==> config.mk <==
export PLATFORM = sky130hd
export DESIGN_NAME = time_set_ctrl
export DESIGN_NICKNAME = d
export VERILOG_FILES = /design/src/rtl/clock_pkg.sv /design/src/rtl/bcd_mod_counter.sv /design/src/rtl/time_set_ctrl.sv
export SDC_FILE = /design/constraint.sdc
export NUM_CORES = 1
export LEC_CHECK = 0
export CAP_MARGIN = 40
export CORE_AREA = 2 2 101 103
export CTS_CLUSTER_DIAMETER = 150
export CTS_CLUSTER_SIZE = 8
export DETAILED_ROUTE_END_ITERATION = 8
export DIE_AREA = 0 0 103 105
export HOLD_SLACK_MARGIN = 0.02
export PLACE_DENSITY_LB_ADDON = 0.15
export SETUP_SLACK_MARGIN = 0.02
export SLEW_MARGIN = 10
export SYNTH_ARGS = -nofsm -noshare
export SYNTH_HDL_FRONTEND = slang
export SYNTH_SLANG_ARGS = --single-unit
==> constraint.sdc <==
create_clock -name clk -period 4.77 [get_ports clk]
set_clock_uncertainty 0.2 [all_clocks]
set_input_delay 0.954 -clock clk [delete_from_list [all_inputs] [get_ports clk]]
set_output_delay 0.954 -clock clk [all_outputs]
set_load 0.05 [all_outputs]
==> src/rtl/clock_pkg.sv <==
// Shared mode encodings, field limits and a BCD helper for the time-set controller.
package clock_pkg;

  typedef enum logic [1:0] {
    RUN     = 2'b00,
    SET_HR  = 2'b01,
    SET_MIN = 2'b10,
    ILLEGAL = 2'b11
  } mode_e;

  localparam int HR_MAX  = 23;
  localparam int MIN_MAX = 59;
  localparam int SEC_MAX = 59;

  function automatic logic [7:0] to_bcd(input int v);
    to_bcd = {4'(v / 10), 4'(v % 10)};
  endfunction

endpackage

==> src/rtl/bcd_mod_counter.sv <==
// Two-digit BCD counter that wraps MAX -> 00; carry flags the wrapping increment.
module bcd_mod_counter
  import clock_pkg::*;
#(
  parameter int MAX = 59
) (
  input  logic       clk,
  input  logic       reset_n,
  input  logic       inc,
  input  logic       clr,
  output logic [7:0] value,
  output logic       carry
);

  localparam logic [7:0] MAX_BCD = to_bcd(MAX);

  assign carry = inc && !clr && (value == MAX_BCD);

  always_ff @(posedge clk or negedge reset_n) begin
    if (!reset_n) begin
      value <= 8'h00;
    end else if (clr) begin
      value <= 8'h00;
    end else if (inc) begin
      if (value == MAX_BCD)
        value <= 8'h00;
      else if (value[3:0] == 4'd9)
        value <= {value[7:4] + 4'd1, 4'd0};
      else
        value <= {value[7:4], value[3:0] + 4'd1};
    end
  end

endmodule

==> src/rtl/time_set_ctrl.sv <==
// Clock time-keeping with button-driven hour/minute setting.
// Optional digit blinking while setting is built only when SET_BLINK_EN is defined.
//
// state   | meaning
// RUN     | time advances once per second, inc_tick ignored
// SET_HR  | prescaler held, inc_tick steps hours mod 24
// SET_MIN | prescaler held, inc_tick steps minutes mod 60; leaving clears seconds
// ILLEGAL | unreachable, returns to RUN
module time_set_ctrl
  import clock_pkg::*;
#(
  parameter int CLK_HZ = 50000000
) (
  input  logic       clk,
  input  logic       reset_n,
  input  logic       mode_tick,
  input  logic       inc_tick,
  output logic [7:0] hr_bcd,
  output logic [7:0] min_bcd,
  output logic [7:0] sec_bcd,
  output logic [1:0] mode,
  output logic       blank_hr,
  output logic       blank_min
);

  localparam int              PW     = $clog2(CLK_HZ);
  localparam logic [PW-1:0]   PRE_TC = PW'(CLK_HZ - 1);

  mode_e          state_q, state_d;
  logic [PW-1:0]  pre_q;
  logic           sec_tick, sec_clr, inc_ok;
  logic           sec_carry, min_carry, hr_carry;
  logic           sec_inc, min_inc, hr_inc;

  always_ff @(posedge clk or negedge reset_n) begin
    if (!reset_n) state_q <= RUN;
    else          state_q <= state_d;
  end

  always_comb begin
    state_d = state_q;
    sec_clr = 1'b0;
    inc_ok  = 1'b0;
    case (state_q)
      RUN:     if (mode_tick) state_d = SET_HR;
      SET_HR: begin
        if (mode_tick) state_d = SET_MIN;
        inc_ok = inc_tick && !mode_tick;
      end
      SET_MIN: begin
        if (mode_tick) state_d = RUN;
        sec_clr = mode_tick;
        inc_ok  = inc_tick && !mode_tick;
      end
      default: state_d = RUN;
    endcase
  end

  assign sec_tick = (state_q == RUN) && (pre_q == PRE_TC);

  // Outside RUN the prescaler sits at 0, so re-entering RUN starts a full second.
  always_ff @(posedge clk or negedge reset_n) begin
    if (!reset_n)
      pre_q <= '0;
    else if (state_q == RUN)
      pre_q <= sec_tick ? '0 : pre_q + 1'b1;
    else
      pre_q <= '0;
  end

  assign sec_inc = sec_tick;
  assign min_inc = sec_carry || (inc_ok && state_q == SET_MIN);
  // Only a seconds-driven minute wrap may ripple into hours.
  assign hr_inc  = (sec_carry && min_carry) || (inc_ok && state_q == SET_HR);

  bcd_mod_counter #(.MAX(SEC_MAX)) u_sec (
    .clk(clk), .reset_n(reset_n), .inc(sec_inc), .clr(sec_clr),
    .value(sec_bcd), .carry(sec_carry)
  );

  bcd_mod_counter #(.MAX(MIN_MAX)) u_min (
    .clk(clk), .reset_n(reset_n), .inc(min_inc), .clr(1'b0),
    .value(min_bcd), .carry(min_carry)
  );

  bcd_mod_counter #(.MAX(HR_MAX)) u_hr (
    .clk(clk), .reset_n(reset_n), .inc(hr_inc), .clr(1'b0),
    .value(hr_bcd), .carry(hr_carry)
  );

  assign mode = state_q;

`ifdef SET_BLINK_EN
  localparam int            BW       = $clog2(CLK_HZ / 4 + 1);
  localparam logic [BW-1:0] BLINK_TC = BW'(CLK_HZ / 4 - 1);

  logic [BW-1:0] blink_cnt_q;
  logic          blink_q;
  logic          blink_restart;

  assign blink_restart = (state_d != state_q) || inc_ok ||
                         !(state_q == SET_HR || state_q == SET_MIN);

  always_ff @(posedge clk or negedge reset_n) begin
    if (!reset_n) begin
      blink_cnt_q <= '0;
      blink_q     <= 1'b0;
    end else if (blink_restart) begin
      blink_cnt_q <= '0;
      blink_q     <= 1'b0;
    end else if (blink_cnt_q == BLINK_TC) begin
      blink_cnt_q <= '0;
      blink_q     <= ~blink_q;
    end else begin
      blink_cnt_q <= blink_cnt_q + 1'b1;
    end
  end

  assign blank_hr  = blink_q && (state_q == SET_HR);
  assign blank_min = blink_q && (state_q == SET_MIN);
`else
  assign blank_hr  = 1'b0;
  assign blank_min = 1'b0;
`endif

  logic unused_hr_carry;
  assign unused_hr_carry = hr_carry;

endmodule
# --- Yosys cells after proc, flatten, opt, wreduce, memory -nomap -nowiden ---
# Index checks and enable logic that the tools add are counted.
# Widths: inputs -> output; s select.
word_totals:
  register_bits: 52
  inputBits: 4
  out_inout_bits: 28
classes:
  addsub: 7
  n_eq_ne: 12
  mux: 16
  n_reduce_logical: 22
ops:
  columns: ["op", "count"]
  rows:
  - ["$mux 8", 8]
  - ["$mux 26", 2]
  - ["$add 26x1->26 const B", 1]
  - ["$eq 26x26->1 const B", 1]
  - ["$add 4x1->4 const B", 6]
  - ["$eq 8x7->1 const B", 2]
  - ["$eq 4x4->1 const B", 3]
  - ["$eq 8x6->1 const B", 1]
  - ["$logic_and 1x1->1", 8]
  - ["$mux 2", 3]
  - ["$ne 2x2->1 const B", 3]
  - ["$pmux 2 s3", 1]
  - ["$reduce_and 2->1", 3]
  - ["$reduce_bool 2->1", 3]
  - ["$reduce_and 3->1", 1]
  - ["$reduce_bool 3->1", 1]
  - ["$eq 2x1->1 const B", 1]
  - ["$eq 2x2->1 const B", 1]
  - ["$logic_not 1->1", 2]
  - ["$logic_not 2->1", 1]
  - ["$logic_or 1x1->1", 2]
  - ["$mux 1", 2]
  - ["$reduce_or 2->1", 1]

# --- Logic depth before layout (Yosys ltp) ---
depth:
  depth_word: 10
  depth_mapped: 8
  mapped_depth_nobuf: 7

# --- By module ---
# A second synthesis with hierarchy kept.
hier_totals:
  cells_unflattened: 314
  hier_area_um2: 3022.9
by_module_without_submodules:
  columns: ["mod", "instances", "cells_per_inst", "area_each_um2", "seq_area_each_um2"]
  rows:
  - ["time_set_ctrl", 1, 161, 1536.5, 700.7]
  - ["bcd_mod_counter (u_min ...)", 2, 50, 488.0, 200.2]
  - ["bcd_mod_counter (u_hr)", 1, 53, 510.5, 200.2]

# --- Least setup slack after synthesis ---
# No wires, ideal clock.
synth_path:
  path_type: "reg2reg"
  startpoint: "reg state_q[0], in the netlist mode[0]"
  endpoint: "reg u_hr.value[3]"
  setup_ps: 124
  arrival_ps: 2349
  setup_slack_ps: 2097
  stages_incl_launch_ff: 9
  period_less_slack_ps: 2673
  cell_sequence: "dfrtp_1 inv_1 ha_1 and2_1 clkbuf_1 and4b_1 nand4_2 a2bb2o_1 a211o_1"
synth_between:
  elab_chain_len: 9
  word_cells_on_any_way: 16
  classes_between: "eq/ne (2); mux (2); reduce/logical (12)"
synth_rtl:
  columns: ["element", "line", "source"]
  rows:
  - ["from (decl)", "time_set_ctrl.sv:29", "mode_e state_q, state_d;"]
  - ["from (signal assigned)", "time_set_ctrl.sv:37", "else state_q <= state_d;"]
  - ["$eq 2x2->1", "time_set_ctrl.sv:44, time_set_ctrl.sv:72", null]
  - ["$mux 1", "time_set_ctrl.sv:44", "case (state_q)"]
  - ["$logic_not 1->1", "bcd_mod_counter.sv:17", "assign carry = inc && !clr && (value == MAX_BCD);"]
  - ["$logic_and 1x1->1 (2 in a row)", "bcd_mod_counter.sv:17", null]
  - ["$logic_or 1x1->1", "time_set_ctrl.sv:72", "assign min_inc = sec_carry || (inc_ok && state_q == SET_MIN);"]
  - ["$logic_and 1x1->1", "bcd_mod_counter.sv:17", null]
  - ["$logic_and 1x1->1", "time_set_ctrl.sv:74", "assign hr_inc = (sec_carry && min_carry) || (inc_ok && state_q == SET_HR);"]
  - ["$logic_or 1x1->1 (*)", "time_set_ctrl.sv:74", null]
  - ["to (signal assigned)", "bcd_mod_counter.sv:28", "value <= {value[7:4] + 4'd1, 4'd0};"]
  - ["to (signal assigned)", "bcd_mod_counter.sv:30", "value <= {value[7:4], value[3:0] + 4'd1};"]
  - ["to (decl)", "bcd_mod_counter.sv:11", "output logic [7:0] value,"]
# Mark *: on every way between the ends. The rest lies on a longest branch, timed or not.
# A chain may end at the register's enable or synchronous reset.

# --- Worst setup path in the final report ---
layout_path:
  startpoint: "in mode_tick"
  endpoint: "reg u_hr.value[0]"
layout_between:
  elab_chain_len: 8
  word_cells_on_any_way: 13
  classes_between: "mux (2); reduce/logical (11)"
layout_rtl:
  columns: ["element", "line", "source"]
  rows:
  - ["from (decl)", "time_set_ctrl.sv:16", "input logic mode_tick,"]
  - ["$mux 1 / $logic_not 1->1 (equally long branches)", "time_set_ctrl.sv:44, time_set_ctrl.sv:48, time_set_ctrl.sv:53", null]
  - ["$logic_not 1->1 / $logic_and 1x1->1 (equally long branches)", "bcd_mod_counter.sv:17, time_set_ctrl.sv:48, time_set_ctrl.sv:53", null]
  - ["$logic_and 1x1->1 / $mux 1 (equally long branches)", null, null]
  - ["$logic_and 1x1->1, on equally long branches", "bcd_mod_counter.sv:17, time_set_ctrl.sv:72", null]
  - ["$logic_or 1x1->1", "time_set_ctrl.sv:72", null]
  - ["$logic_and 1x1->1", "bcd_mod_counter.sv:17", null]
  - ["$logic_and 1x1->1", "time_set_ctrl.sv:74", null]
  - ["$logic_or 1x1->1 (*)", "time_set_ctrl.sv:74", null]
# Marks and branches as above.

==> implementation parameters <==
Parameter                              Value

Global route
  Wire length of the first global-routing pass ... between 10,000 and 15,000 um
  Tot GR Track Use ... 0.124
  Antenna violations before repair ... 0
  Via count of the first global-routing pass ... 2,255
  GRT Residual Overflow ... 0
  Pin count of the biggest net entering global routing ... 34

Power and ir drop
  Power per cell area ... just over 400 nW/um^2
  Peak VDD IR ... 0.000313 V
  Lkg Pwr ... 1.42 nW
  Total chip power ... 0.00141 W

Floorplan
  Vertical die dimension ... ~110 um
  Overall die area ... 10,800 um^2
  Core area ... approximately 9600 um^2
  Initial standard-cell utilization of the core ... 0.297
  Total number of placement rows ... 36
  I/O pin count ... 32
  Die Width ... 103 um

Clocking
  Number of buffers created by CTS ... 5
  Hold bufs inserted after CTS ... 0
  Number of gates resized after CTS ... 0
  Number of sinks driven by the clock tree ... 52
  Clock root buffer master ... clkbuf_8
  Buffer levels on the longest clock path ... 2
  H-Tree Level Count ... 2
  TritonCTS clock tree ... built
  Clock slew at the register clock pins of the worst setup and hold paths ... 0.10 ns
  Later-pin clock latency in the skew report ... 0.31 ns
  Post-CTS setup-driven buffer insertion count ... 0

Min path
  Worst min-delay path class ... reg -> reg
  Worst Hold Launch ... pre_q[0]
  WHS Endpoint ... pre_q[0]
  Worst Hold Path Cells ... 1

Cells and area
  Area Growth Syn to Fin ... 18.7%
  Number of filler cells placed in the layout ... 1,013
  Commonest non-fill, non-tap cell in the layout ... dfrtp_1
  Util after Layout ... 0.352
  Area occupied by registers ... 1300 um^2
  Top library cells by usage in the layout, fill and taps aside ... 52 x dfrtp_1, 44 x nor2_1, 28 x clkdlybuf4s50_1
  Fraction of layout cells with a size suffix above 1 ... 0.0556
  Total area of multi-input combinational cells ... 1470 um^2
  Number of diodes added for antenna fixing ... 0
  Post-layout net count ... 343

Placement
  HPWL reported at the end of detailed placement ... 4480 um
  Global placer's final weighted congestion ... 0.741
  Count of input and output buffers ... 29

Detailed routing
  Number of DRC markers in iteration 0 ... 71
  Final WL ... between 6000 and 7000 um
  Routed via count ... 2,144
  Remaining DRCs ... 0
  Number of detailed-route iterations in the first pass ... 4
  Antenna Nets Post-Route ... 0
  Average wire length per cell after detail routing ... 13.4 um
  Number of vias per cell ... 4.69

Timing
  Worst-case hold slack ... 0.293 ns
  Fraction of the cycle the final worst path needs ... 0.613
  Final TNS setup ... 0 ns
  Highest clock frequency the design can meet ... 0.342 GHz
  Setup repair after global routing missed its margin ... false
  Final-report hold violation count ... 0
  Setup Viol. Count Final ... 0
  Number of pins with negative max-slew slack in the final report ... 0
  Worst slew margin relative to its limit ... 0.414
  Post-route minimum period ... 2.93 ns
  Worst Tran Pin Value ... a little under 0.9 ns

Synthesis
  Number of synthesized register bits ... between 50 and 60
  Area fraction in compound gates after synthesis ... 0.0822
  Post-synthesis share of cell area spent on full adders, half adders and majority gates ... 0.0700
  Simple-gate area share of the yosys netlist ... 0.253
  Async set or reset register ratio after synthesis ... 1.00
  Top_reg_cell synth ... dfrtp_1
  Portion of netlist area occupied by mux cells ... 0.0311
  Xor and xnor area share after synthesis ... 0.0766
  Synth unique cells ... 48
  Count of flip-flops with a built-in enable after synthesis ... 0
  Synthesized area per cell ... 9.83 um^2
  Cell Area, Synth ... 2860 um^2
  Sequential element share of the synthesized area ... 0.455
  Yosys warning total ... 0
  Largest family of logic cells by synthesized area ... simple AND/OR/NAND/NOR gates
  Cell count after synthesis ... 291

Worst setup path
  Slowest cell on crit path ... clkdlybuf4s50_1
  Critical-path cell list ... clkdlybuf4s50_1 -> and2_1 -> and4b_1 -> nand4_2 -> and2_1 -> mux2_1
  Max incr delay on CP ... 0.56 ns
  Worst Reg-to-Reg Cells ... 8
  Worst reg2reg startpoint ... mode[0]
  Worst Setup Path Type ... in -> reg
  Worst path most repeated cell ... and2_1
  FF-to-FF End ... pre_q[10]
  CP Data Required Time ... 4.76 ns
  Critical Path AT ... about 2.9 ns
  CP startpoint kind ... input port
  Reg2reg setup slack ... 1.95 ns
  Max FO, Critical Path ... 10
  Category of the worst setup path capture point ... flop

Job
  # Max-Cap Violations ... 0

Outcome
  Outcome ... completed
==> final cells by class <==
class                   instances  area share
multi-input cells             219       0.434
flip-flops and latches         52       0.383
repair buffers                 31      0.0906
well taps                     133      0.0490
clock buffers                   7      0.0254
inverters                      14      0.0155
clock inverters                 1     0.00221
==> worst max-delay path: cells and delay by family <==
kind,cells,cell delay (ns)
buffers and inverters,1,0.56
multiplexers,1,0.33
AND/OR/NAND/NOR,4,1.07
==> layer usage <==
layer / global-route usage / vias to the layer above / share of wire
met3: 0.0234 / 6 / 0.021
li1: - / 1073 / -
met1: 0.165 / 1045 / 0.48
met4: 0.0338 / 0 / 0.011
met5: 0 / - / 0
met2: 0.204 / 20 / 0.49
==> Yosys cell counts, drive strengths merged, types with 4 or more instances <==
cell type	number	share of area
mux2	7	0.028
xnor2	10	0.031
o21ai	5	0.0087
nand4	10	0.026
inv	14	0.018
nand2	20	0.026
nor2	44	0.058
dfrtp	52	0.45
a21boi	4	0.010
and3b	4	0.012
or3	7	0.015
ha	16	0.070
xor2	15	0.046
buf	4	0.0087
nand3	19	0.035
and2	4	0.0087
nor4	5	0.021
a21oi	14	0.024
==> worst max path at each step <==
| stage | start | slack (ns) | to | cells after the start |
|---|---|---|---|---|
| 3_5_place_dp | mode_tick | 1.50 | u_hr.value[0] | 6 |
| 3_3_place_gp | mode_tick | 1.51 | u_hr.value[0] | 6 |
| 2_1_floorplan | mode[0] | 2.10 | u_hr.value[3] | 8 |
| 5_1_grt | mode[1] | 1.67 | pre_q[9] | 8 |
| 4_1_cts | mode_tick | 1.83 | u_hr.value[0] | 6 |
| 6_report | mode_tick | 1.84 | u_hr.value[0] | 6 |
==> through the flow <==
step           setup WS, ns  std cells  instance area [um^2]
2_1_floorplan          2.10        292                  2860
3_3_place_gp           1.51        448                  3290
3_5_place_dp           1.50        449                  3300
4_1_cts                1.83        457                  3400
5_1_grt                1.67        457                  3400
6_report               1.84        457                  3400
==> report_power, final <==
group | switching (W) | internal (W)
registers | 0.0000820 | 0.000498
clock network | 0.000149 | 0.000118
logic | 0.000366 | 0.000197
==> cell families (layout without fill, tap and decap cells) <==
kind of cell               count (synthesis)  in the layout
buffers and inverters                     21             53
muxes                                      8              8
other                                      1              2
AOI/OAI and AO/OA                         36             36
and+or+nand+nor                          132            132
DFF                                       52             52
adders and majority gates                 16             16
xor gates and xnor gates                  25             25
==> flip-flops by register name (all words and copies together), names as in the netlist <==
signal       cells
u_hr.value       8
mode             2
u_min.value      8
u_sec.value      8
pre_q           26
Power figures use the tool's default switching activity.
